<file path="src/rtl/segment_chaser_multi.sv">
`default_nettype none
// ============================================================================
// Module   : segment_chaser_multi
// Purpose  : Multi-digit 7-segment chaser with SYNC / PERIMETER / CASCADE
//            rings, direction, hold, prescaled auto-step and wrap pulse.
// Revision : 1.0 - initial release
// ============================================================================
module segment_chaser_multi #(
    parameter int NUM_DIGITS = 4,
    parameter int DIV_W      = 16,
    localparam int POS_W     = $clog2(6 * NUM_DIGITS)
) (
    input  logic                    clk,
    input  logic                    async_nreset,
    input  logic                    step_re,
    input  logic                    auto_en,
    input  logic [DIV_W-1:0]        period,
    input  logic                    dir,
    input  logic                    hold,
    input  logic [1:0]              mode,
    output logic [8*NUM_DIGITS-1:0] display,
    output logic [POS_W-1:0]        pos,
    output logic                    wrap
);

    localparam logic [1:0] c_mode_sync      = 2'd0;
    localparam logic [1:0] c_mode_perimeter = 2'd1;
    localparam logic [1:0] c_mode_cascade   = 2'd2;

    logic [1:0]       r_mode;
    logic [POS_W-1:0] r_pos;
    logic [DIV_W-1:0] r_presc;
    logic             r_wrap;

    logic [POS_W-1:0] w_last;
    logic             w_tick;
    logic             w_step;
    logic [7:0]       w_sync_seg;
    logic [7:0]       w_casc_seg;
    logic [POS_W-1:0] w_casc_digit;

    // Last valid ring position for the active geometry; mode 3 behaves as SYNC.
    always_comb begin
        w_last = POS_W'(5);
        case (r_mode)
            c_mode_perimeter: w_last = POS_W'(2 * NUM_DIGITS + 3);
            c_mode_cascade:   w_last = POS_W'(6 * NUM_DIGITS - 1);
            default:          w_last = POS_W'(5);
        endcase
    end

    assign w_tick = auto_en & ~hold & (r_presc == period);
    assign w_step = (step_re | w_tick) & ~hold;

    always_ff @(posedge clk or negedge async_nreset) begin
        if (!async_nreset) begin
            r_mode  <= c_mode_sync;
            r_pos   <= '0;
            r_presc <= '0;
            r_wrap  <= 1'b0;
        end else if (mode != r_mode) begin
            // A geometry change restarts the ring and outranks any pending step.
            r_mode  <= mode;
            r_pos   <= '0;
            r_presc <= '0;
            r_wrap  <= 1'b0;
        end else begin
            r_wrap <= 1'b0;

            if (!auto_en) begin
                r_presc <= '0;
            end else if (!hold) begin
                r_presc <= w_tick ? '0 : r_presc + DIV_W'(1);
            end

            if (w_step) begin
                if (!dir) begin
                    if (r_pos == w_last) begin
                        r_pos  <= '0;
                        r_wrap <= 1'b1;
                    end else begin
                        r_pos <= r_pos + POS_W'(1);
                    end
                end else begin
                    if (r_pos == '0) begin
                        r_pos  <= w_last;
                        r_wrap <= 1'b1;
                    end else begin
                        r_pos <= r_pos - POS_W'(1);
                    end
                end
            end
        end
    end

    assign w_sync_seg   = 8'h01 << r_pos;
    assign w_casc_digit = r_pos / POS_W'(6);
    assign w_casc_seg   = 8'h01 << (r_pos % POS_W'(6));

    for (genvar k = 0; k < NUM_DIGITS; k++) begin : g_digit
        logic [7:0] w_seg;

        // Perimeter runs clockwise: top row left-to-right, right edge down,
        // bottom row right-to-left, left edge up.
        always_comb begin
            w_seg = 8'h00;
            case (r_mode)
                c_mode_perimeter: begin
                    if (r_pos == POS_W'(k)) begin
                        w_seg = 8'h01;
                    end else if (k == NUM_DIGITS - 1 && r_pos == POS_W'(NUM_DIGITS)) begin
                        w_seg = 8'h02;
                    end else if (k == NUM_DIGITS - 1 && r_pos == POS_W'(NUM_DIGITS + 1)) begin
                        w_seg = 8'h04;
                    end else if (r_pos == POS_W'(2 * NUM_DIGITS + 1 - k)) begin
                        w_seg = 8'h08;
                    end else if (k == 0 && r_pos == POS_W'(2 * NUM_DIGITS + 2)) begin
                        w_seg = 8'h10;
                    end else if (k == 0 && r_pos == POS_W'(2 * NUM_DIGITS + 3)) begin
                        w_seg = 8'h20;
                    end
                end
                c_mode_cascade: begin
                    if (w_casc_digit == POS_W'(k)) begin
                        w_seg = w_casc_seg;
                    end
                end
                default: w_seg = w_sync_seg;
            endcase
        end

        assign display[8*k +: 8] = w_seg;
    end

    assign pos  = r_pos;
    assign wrap = r_wrap;

endmodule
`default_nettype wire

</file>
<file path="config.mk">
export PLATFORM = sky130hd
export DESIGN_NAME = segment_chaser_multi
export DESIGN_NICKNAME = d
export VERILOG_FILES = /design/src/rtl/segment_chaser_multi.sv
export SDC_FILE = /design/constraint.sdc
export NUM_CORES = 1
export LEC_CHECK = 0
export CELL_PAD_IN_SITES_DETAIL_PLACEMENT = 2
export CELL_PAD_IN_SITES_GLOBAL_PLACEMENT = 2
export CORE_MARGIN = 1.5
export CORE_UTILIZATION = 35
export CTS_BUF_LIST = sky130_fd_sc_hd__clkbuf_16
export DETAILED_ROUTE_END_ITERATION = 16
export DONT_BUFFER_PORTS = 1
export GPL_TIMING_DRIVEN = 0
export PLACE_DENSITY = 0.78
export RECOVER_POWER = 25
export SLEW_MARGIN = 5
export SYNTH_ARGS = -nofsm -noshare
export SYNTH_HDL_FRONTEND = slang
export SYNTH_SLANG_ARGS = --single-unit
</file>
<file path="constraint.sdc">
create_clock -name clk -period 5.4 [get_ports clk]
set_clock_uncertainty 0.1 [all_clocks]
set_input_delay 0.27 -clock clk [delete_from_list [all_inputs] [get_ports clk]]
set_output_delay 0.27 -clock clk [all_outputs]
set_load 0.1 [all_outputs]
</file>
# == Word level (Yosys, flattened, before mapping) ==
# Cells that the tools add are included.
# Widths: inputs -> output; s select.
# op_classes
div,2
bitwise_logic,5
eq_ne,20
n_shift,2
reduce_logical,3
add_sub_neg,3
n_mux,35
# op_table
op,count
$mux 16,4
$pmux 8 s2,4
$mux 4,8
$mux 8,4
$mux 5,5
$mux 6,4
$eq 5x2->1 const B,4
$eq 5x3->1 const B,4
$eq 5x4->1 const B,4
$add 16x1->16 const B,1
$eq 16x16->1,1
$shl 1x5->8 const A,2
$eq 5x1->1 const B,2
$logic_not 5->1,2
$pmux 5 s2,1
$add 5x1->5 const B,1
$div 5x3->5 const B,1
$eq 5x5->1,1
$mod 5x3->5 const B,1
$mux 1,5
$sub 5x1->5 const B,1
$and 1x1->1,3
$ne 3x2->1 const B,1
$eq 2x1->1 const B,1
5 further kinds,5
# totals
regBits,24

# == Longest topological paths before layout ==
# Gate-level depths: netlist of the first run.
# logic_depth
word_depth,7
mapped_depth,18
ltp_nobuf,14

# == Worst setup path after synthesis of the first run ==
# Ideal clock, no wire load.
# synth_timing
path_kind,register to output
start,reg r_pos[1] (netlist: pos[1])
end,out display[27]
arrival_time_ns,7.219
t_required_ns,5.030
stages_incl_launch_ff,17
path_buffers,3
setup_slack_ns,-2.189
path_cell_list,dfrtp_1 clkbuf_1 inv_1 ha_1 buf_2 nand3b_1 o21ai_0 ha_1 clkbuf_1 nor2_1 o21ai_0 inv_1 ha_1 a31o_2 a211oi_4 a32oi_4 o41ai_1
# synth_between
elab_chain_cells,6
word_cells_on_any_way,15
# synth_lines
element,line,source
start: declaration,31,logic [POS_W-1:0] r_pos;
start signal: assignment,82,r_pos <= r_pos + POS_W'(1);
start signal: assignment,86,r_pos <= w_last;
start signal: assignment,89,r_pos <= r_pos - POS_W'(1);
branches (longest 5 deep; another with $div 5x3->5),n/a,
$pmux 8 s2 (*),107,case (r_mode)
end: declaration,21,"output logic [8*NUM_DIGITS-1:0] display,"
# Every way passes the cells marked *.

# == Worst setup path in the final report of the first run ==
# layout_timing
start,reg r_pos[4] (netlist: pos[4])
end,out display[12]
# layout_between
elab_chain_cells,4
word_cells_on_any_way,7
# layout_lines
element,line,source
$div 5x3->5 or $mod 5x3->5 (tied branches),"97, 98",
$eq 5x1->1 or $shl 1x5->8 (tied branches),"124, 98",
$mux 8,124,if (w_casc_digit == POS_W'(k)) begin
$pmux 8 s2 (*),107,
# Mark *: on every way between the ends. The rest lies on a longest branch, timed or not.

==> results.ini, run 1 <==
[die]
rows = 32
design.core.area_sq_mm = 0.007767
io_pins = 62
die_y_um = 92.63
initial_core_util_pct = 36.20
die_x_um = 92.63
dieArea_sq_mm = 0.008579

[clock_network]
clkLatencyLatePin_ns = 0.26
h-tree-depth = 1
numCtsBuffers = 3
tritoncts = built
clk_pin_slew_ns = 0.07
clkSinkCount = 24
clockBufferDepth = 2
root_buffer = clkbuf_16

[cells_and_area]
insertedDiodeCount = 0
nNetsFinal = 410
drive_above_1_share_pct = 23.86
fin_area_sq_mm = 0.003623
area_growth_pct = 28.88
fillers = 859
fin_cells = 475

[synthesis]
synthTopCellsByArea = dfrtp_1 (21%), xnor2_1 (6.9%), ha_1 (5.3%), nand2_1 (4.8%), nand3_1 (4.6%)
synthCells = 359
syn_area_sq_mm = 0.002811
synth-edff-count = 0
yosysSeqAreaShare_pct = 21.36
ys.flop_type = dfrtp_1
yosysWarningCount = 0
syn_nets = 395
async_reset_ff_share_pct = 100.0
ys_types = 61
ys_ff_latch = 24
yosys.area.top_type = dfrtp_1
yosys.area.top_type_share_pct = 21.36
syn_avg_cell_area_sq_um = 7.831

[power]
leakage_nw = 1.271
vdd_drop_max_mv = 0.1046
p_per_area_mw_per_mm2 = 159.1

[sta]
setup_violations = 0
maxSlewViolCount = 0
min_period_over_period_pct = 96.93
worst_slew_pin_slew_ns = 1.449
setup_tns_ns = 0
final-hold-violation-count = 0
max_clock_freq_mhz = 191.0
maxSlewHeadroom_pct = 3.101
rsz0062_at_grt = no
min_period_ns = 5.234

[placed_design]
finalWeightedCongestion = 0.8590
post-place-cells = 462
dpl.hpwl_mm = 8.641
port-buffer-count = 0
place_area_sq_mm = 0.003418

[detailed_routing]
routedWlPerCell_um = 24.05
drc_errors = 0
routed_wl_mm = 11.42
via_per_inst = 6.301
drt_iter0_drc = 71
drt-pass1-iter-count = 4
via_count = 2993
postRouteAntennaNets = 0

[worst_setup_path]
crit_chain = ha_1, buf_6, and2b_2, o21ai_0, ha_4, clkbuf_8, nor2_4, o21ai_4, inv_2, ha_4, a21oi_1, o221ai_1, o21ai_2, mux2i_4, buf_6, o41ai_4
cp.required_ns = 5.03
cp_top_family = compound AO/OA/AOI/OAI gates
cp_max_fo = 10
cp-start-kind = flop
cp-end-kind = primary output
crit_path_top_delay_cell = o41ai_4
crit_arrival_ns = 4.86
cp_slowest_stage_delay_ns = 1.25
path_class = flop to primary output
crit_buf_inv = 4

[grt]
grt_usage_pct = 27.71
grt_max_degree = 25
globalRouteMet1Util_pct = 34.09
overflow = 0
antenna_found_initial = 0
grt_pass1_vias = 3247
met3_usage_pct = 3.612
grt_pass1_wl_mm = 18.49
grt-busiest-layer = met2
gr-usage-met2_pct = 48.59

[flow_run]
maxCapViolCount = 0

[status]
status = completed

[worst_hold_path]
hold_path_class = input port to flop

## stage by stage
step                hold WS [ns]  worst slack, ns  total power, W  util [%]
global placement         -0.1251          -0.4036       0.0003839     42.99
floorplan                -0.1256          0.02303       0.0003568         -
CTS                     0.005834          0.06119       0.0005790     46.44
detailed placement       -0.1252          -0.2642       0.0003966     44.01
finish                  0.005284           0.1655       0.0005766     46.65
global route            0.007302          0.02167       0.0005986     46.65
## cells in the mapped netlist (6+ instances only)
library cell and count:
nor2_1 21, o41ai_1 11, o211ai_1 7, o21ai_0 23
xnor2_1 22, inv_1 17, nand4_1 8, nand2_1 36
ha_1 12, nand2b_1 6, o221ai_1 6, clkbuf_1 13
mux2i_1 7, nand3_1 26, a21oi_1 22, nor3_1 6
dfrtp_1 24
## cell families (layout without fill, tap and decap cells)
group / Yosys count / after routing / share of synthesized area (%)
buffers and inverters: 41 / 55 / 6.587
DFF: 24 / 24 / 21.36
AOI/OAI and AO/OA: 111 / 111 / 29.77
adders and majority gates: 12 / 12 / 5.340
muxes: 9 / 9 / 3.427
xor gates and xnor gates: 25 / 25 / 8.055
and+or+nand+nor: 137 / 137 / 25.46
## placed cells by master (no fill, tap or decap), types with 6 or more instances in the layout
cell      netlist  routed
inv_1          17      15
nand2b_1        6       6
o21ai_2         0      13
ha_1           12       9
o21ai_0        23      12
o41ai_4         0      14
a21oi_1        22      22
mux2i_1         7       6
nand4_1         8       8
nor2_1         21      20
clkbuf_1       13      10
o211ai_1        7       7
nand2_1        36      35
buf_4           3       8
nor3_1          6       6
dfrtp_1        24      19
xnor2_1        22      22
nand3_1        26      26
## metal layers
layer	part of all wire, %	wire (um)
met5	0	0
met4	3.2	367
met3	3.9	440
met2	52	5890
met1	41	4725
## layout make-up
cell class	count	area, sq um	share of cell area [%]
inverters	19	81.33	2.244
clock inverters	1	3.754	0.1036
flip-flops and latches	24	619.3	17.09
plain buffers	22	163.9	4.523
repair buffers	10	83.83	2.314
well taps	102	127.6	3.522
clock buffers	3	75.07	2.072
multi-input cells	294	2469	68.13
## what timing repair did
| item | CTS | global route |
|---|---|---|
| setup endpoints to repair | 27 | 19 |
| hold buffers | 3 | 0 |
| resized for setup | 7 | 6 |
| setup buffers | 4 | 2 |
| endpoints found under the hold margin | 25 | 0 |
| pin swaps | 7 | 5 |
## flip-flops by register name, indices dropped and copies added (netlist names)
name	cells
wrap	1
r_mode	2
pos	5
r_presc	16
## path summary, 6_finish.rpt
| path | slack (ns) | cells after the start | to | from |
|---|---|---|---|---|
| setup / recovery | 0.17 | 16 | display[12] | pos[4] |
| hold / removal | 0.005 | 1 | r_mode[1] | mode[1] |
| setup reg to reg | 2.43 | 10 | pos[2] | pos[1] |
| hold reg to reg | 0.47 | 1 | r_presc[7] | r_presc[7] |
| max in group asynchronous | 3.41 | 2 | pos[1] | async_nreset |
| min in group asynchronous | 0.77 | 2 | r_mode[1] | async_nreset |
## power breakdown
| part | leakage [nW] | internal [W] | switching, W |
|---|---|---|---|
| Sequential | 0.320 | 0.000183 | 0.0000143 |
| Clock | 0.0423 | 0.0000993 | 0.0000697 |
| Combinational | 0.909 | 0.0000551 | 0.000155 |
| Total | 1.27 | 0.000337 | 0.000239 |
Power figures use the tool's default switching activity.
==> run 2, diff against run 1 <==
--- a/config.mk
+++ b/config.mk
@@ -5,15 +5,16 @@
 export SDC_FILE = /design/constraint.sdc
 export NUM_CORES = 1
 export LEC_CHECK = 0
+export ABC_AREA = 1
 export CELL_PAD_IN_SITES_DETAIL_PLACEMENT = 2
 export CELL_PAD_IN_SITES_GLOBAL_PLACEMENT = 2
 export CORE_MARGIN = 1.5
-export CORE_UTILIZATION = 35
+export CORE_UTILIZATION = 34
 export CTS_BUF_LIST = sky130_fd_sc_hd__clkbuf_16
 export DETAILED_ROUTE_END_ITERATION = 16
 export DONT_BUFFER_PORTS = 1
 export GPL_TIMING_DRIVEN = 0
-export PLACE_DENSITY = 0.78
+export PLACE_DENSITY = 0.82
 export RECOVER_POWER = 25
 export SLEW_MARGIN = 5
 export SYNTH_ARGS = -nofsm -noshare
==> run 2 against run 1 <==
  * First-iteration DRC count is 18% higher
  * Worst setup slack better by 0.0062 ns
  * Sequential share of layout area up 2.0 points
  * Design area fell by 12%
  * Highest routed layer unchanged
==> results.ini, run 2 <==
[sta]
min_period_over_period_pct = 96.82  ; was 96.93%
layout_setup_ws_ns = 0.1718  ; was 0.1655 ns
timing.hold.ws_ns = 0.004286  ; was 0.005284 ns
final-hold-violation-count = 0  ; unchanged
max_clock_freq_mhz = 191.3  ; was 191.0 MHz
maxSlewHeadroom_pct = 6.512  ; was 3.101%
worst_slew_pin_slew_ns = 1.402  ; was 1.449 ns
min_period_ns = 5.228  ; was 5.234 ns
maxSlewViolCount = 0  ; unchanged
setup_violations = 0  ; unchanged

[worst_hold_path]
hold_path_class = input port to flop  ; unchanged

[power]
pwr-share-comb_pct = 59.2  ; was 36.5%
vdd_drop_max_mv = 0.1846  ; was 0.1046 mV
p_per_area_mw_per_mm2 = 314.5  ; was 159.1 mW/mm^2
p_int_w = 0.0004087  ; was 0.0003372 W
p_sw_w = 0.0005923  ; was 0.0002394 W
seqPwrFrac_pct = 23.9  ; was 34.2%
leakage_nw = 1.312  ; was 1.271 nW
total_power_w = 0.001001  ; was 0.0005766 W
p_sw_share_pct = 59.17  ; was 41.52%
clock_power_share_pct = 16.9  ; was 29.3%

[grt]
antenna_found_initial = 0  ; unchanged
grt_max_degree = 25  ; unchanged
grt_pass1_vias = 3190  ; was 3247
grt_usage_pct = 27.57  ; was 27.71%
grt_pass1_wl_mm = 16.86  ; was 18.49 mm
overflow = 0  ; unchanged

[synthesis]
yosys.area.top_type_share_pct = 23.67  ; was 21.36%
ys_ff_latch = 24  ; unchanged
synth-edff-count = 0  ; unchanged
syn_area_sq_mm = 0.002537  ; was 0.002811 sq mm
yosysSeqAreaShare_pct = 23.67  ; was 21.36%
synthTopCellsByArea = dfrtp_1 (24%), nand2_1 (13%), inv_1 (8.3%), ha_1 (5.9%), nor2_1 (5.6%)  ; was dfrtp_1 (21%), xnor2_1 (6.9%), ha_1 (5.3%), nand2_1 (4.8%), nand3_1 (4.6%)
yosysWarningCount = 0  ; unchanged
yosys.area.top_type = dfrtp_1  ; unchanged
async_reset_ff_share_pct = 100.0  ; unchanged
synth.most_common_cell = nand2_1  ; unchanged
synthCells = 394  ; was 359
syn_nets = 430  ; was 395
ys_types = 43  ; was 61
syn_avg_cell_area_sq_um = 6.440  ; was 7.831 sq um
yosys-top-cells-count = nand2_1 (88), inv_1 (56), nor2_1 (38), dfrtp_1 (24), o21ai_0 (23)  ; was nand2_1 (36), nand3_1 (26), dfrtp_1 (24), o21ai_0 (23)
ys.flop_type = dfrtp_1  ; unchanged

[worst_setup_path]
cp_max_fo = 9  ; was 10
cp-end-kind = primary output  ; unchanged
crit_arrival_ns = 4.86  ; about the same
cp-start-kind = flop  ; unchanged
path_class = flop to primary output  ; unchanged
cp.required_ns = 5.03  ; about the same

[flow_run]
maxCapViolCount = 0  ; unchanged

[cells_and_area]
finish.utilization_pct = 43.88  ; was 46.65%
drive_above_1_share_pct = 18.02  ; was 23.86%
largest_register_ffs = 16  ; unchanged
nNetsFinal = 443  ; was 410
layout_commonest_cell = nand2_1  ; unchanged
insertedDiodeCount = 0  ; unchanged
fillers = 864  ; was 859
area_growth_pct = 25.44  ; was 28.88%
layout_common_cells = nand2_1 (84), inv_1 (55), nor2_1 (38)  ; was nand2_1 (35), nand3_1 (26), xnor2_1 (22), a21oi_1 (22), nor2_1 (20)
top_register = r_presc  ; unchanged

[die]
io_pins = 62  ; unchanged
rows = 31  ; was 32
dieArea_sq_mm = 0.007991  ; was 0.008579 sq mm
die_x_um = 89.39  ; was 92.63 um
die_y_um = 89.39  ; was 92.63 um
initial_core_util_pct = 34.98  ; was 36.20%
design.core.area_sq_mm = 0.007253  ; was 0.007767 sq mm

[detailed_routing]
via_per_inst = 5.790  ; was 6.301
postRouteAntennaNets = 0  ; unchanged
drc_errors = 0  ; unchanged
routedWlPerCell_um = 22.48  ; was 24.05 um
drt-pass1-iter-count = 4  ; unchanged
via_count = 2918  ; was 2993
drt_iter0_drc = 84  ; was 71
routed_wl_mm = 11.33  ; was 11.42 mm

[clock_network]
root_buffer = clkbuf_16  ; unchanged
numCtsBuffers = 3  ; unchanged
clkSinkCount = 24  ; unchanged
clkLatencyLatePin_ns = 0.26  ; about the same
tritoncts = built  ; unchanged
clk_pin_slew_ns = 0.07  ; about the same
clockBufferDepth = 2  ; unchanged
h-tree-depth = 1  ; unchanged

[status]
status = completed  ; unchanged

[placed_design]
dpl_worst_slack_ns = -0.5314  ; was -0.2642 ns
dpl.hpwl_mm = 7.416  ; was 8.641 mm
port-buffer-count = 0  ; unchanged
finalWeightedCongestion = 0.8715  ; was 0.8590

## run 2: changes by cell type in the layout (fill, tap and decap cells not counted), sizes merged, moves of 14 or more
| cell | before | now |
|---|---|---|
| o21ai | 26 | 45 |
| xnor2 | 22 | 6 |
| nand2 | 36 | 94 |
| o41ai | 14 | 0 |
| nor2 | 21 | 45 |
| inv | 20 | 58 |
## run 2: through the flow
step	instance area, sq um	instances	setup TNS (ns)
floorplan	2639	394	-2.357
global placement	2763	493	-15.15
detailed placement	2778	493	-15.45
CTS	3149	499	0
global route	3183	504	-0.5398
finish	3183	504	0
## run 2: timing repair
action	in CTS	in global routing
gates cloned	0	0
resized for setup	38	7
hold endpoints to repair	24	0
setup endpoints to repair	32	32
pin swaps	5	4
hold buffers	2	0
buffers inserted	1	5
## run 2: power by group through the flow
stage               registers, W  clock network, W  logic (W)
finish                  0.000239          0.000169   0.000593
global route            0.000241          0.000175   0.000624
CTS                     0.000240          0.000167   0.000545
detailed placement      0.000241                 0   0.000492
global placement        0.000241                 0   0.000470
floorplan               0.000236                 0   0.000401
## run 2: critical path, stage by stage (launching register included)
cell        delay, ns
dfrtp_4          0.64
buf_4            0.27
clkinvlp_4       0.15
ha_1             0.28
nand2_1          0.10
inv_1            0.06
nand2_2          0.09
nand3_1          0.09
nand2_1          0.16
nand2_2          0.10
ha_1             0.25
nor2_1           0.16
nand3b_1         0.13
nand2_1          0.09
nor2_4           0.20
nor2_2           0.06
nand2_2          0.11
nand3_4          0.14
inv_2            0.12
nand2_1          0.08
nand2_2          0.11
inv_2            0.05
nor2_1           0.22
nand2_2          0.23
o21ai_4          0.68
## run 2: area by class of cell
cell class              instances  area (sq um)  share of cell area [%]
multi-input cells             300          2028                   63.72
flip-flops and latches         24         608.1                   19.10
inverters                      62         240.2                   7.547
well taps                      99         123.9                   3.892
clock buffers                   3         75.07                   2.358
repair buffers                  8         68.82                   2.162
plain buffers                   8         38.79                   1.219
## run 2: final timing paths
check / depth (start not counted) / from / to / slack, ns
max: 24 / pos[1] / display[22] / 0.17
min: 1 / mode[0] / r_mode[0] / 0.004
max reg2reg: 14 / pos[1] / pos[1] / 2.01
min reg2reg: 1 / r_presc[12] / r_presc[12] / 0.48
max in group asynchronous: 2 / async_nreset / pos[0] / 3.43
min in group asynchronous: 2 / async_nreset / r_mode[1] / 0.77
## run 2: kinds of logic after synthesis
| family | synth area share (%) |
|---|---|
| XOR/XNOR | 5.178 |
| AND/OR/NAND/NOR | 32.40 |
| AO/OA/AOI/OAI | 22.29 |
| flip-flops | 23.67 |
| buffers and inverters | 10.55 |
| adder cells (fa/ha/maj) | 5.917 |
## run 2: routing by layer
metal	track usage (%)	vias up	wire length, um
li1	-	1350	-
met1	34.67	1455	4879
met2	47.85	90	5673
met3	5.078	23	486
met4	8.252	0	290
met5	0	-	0
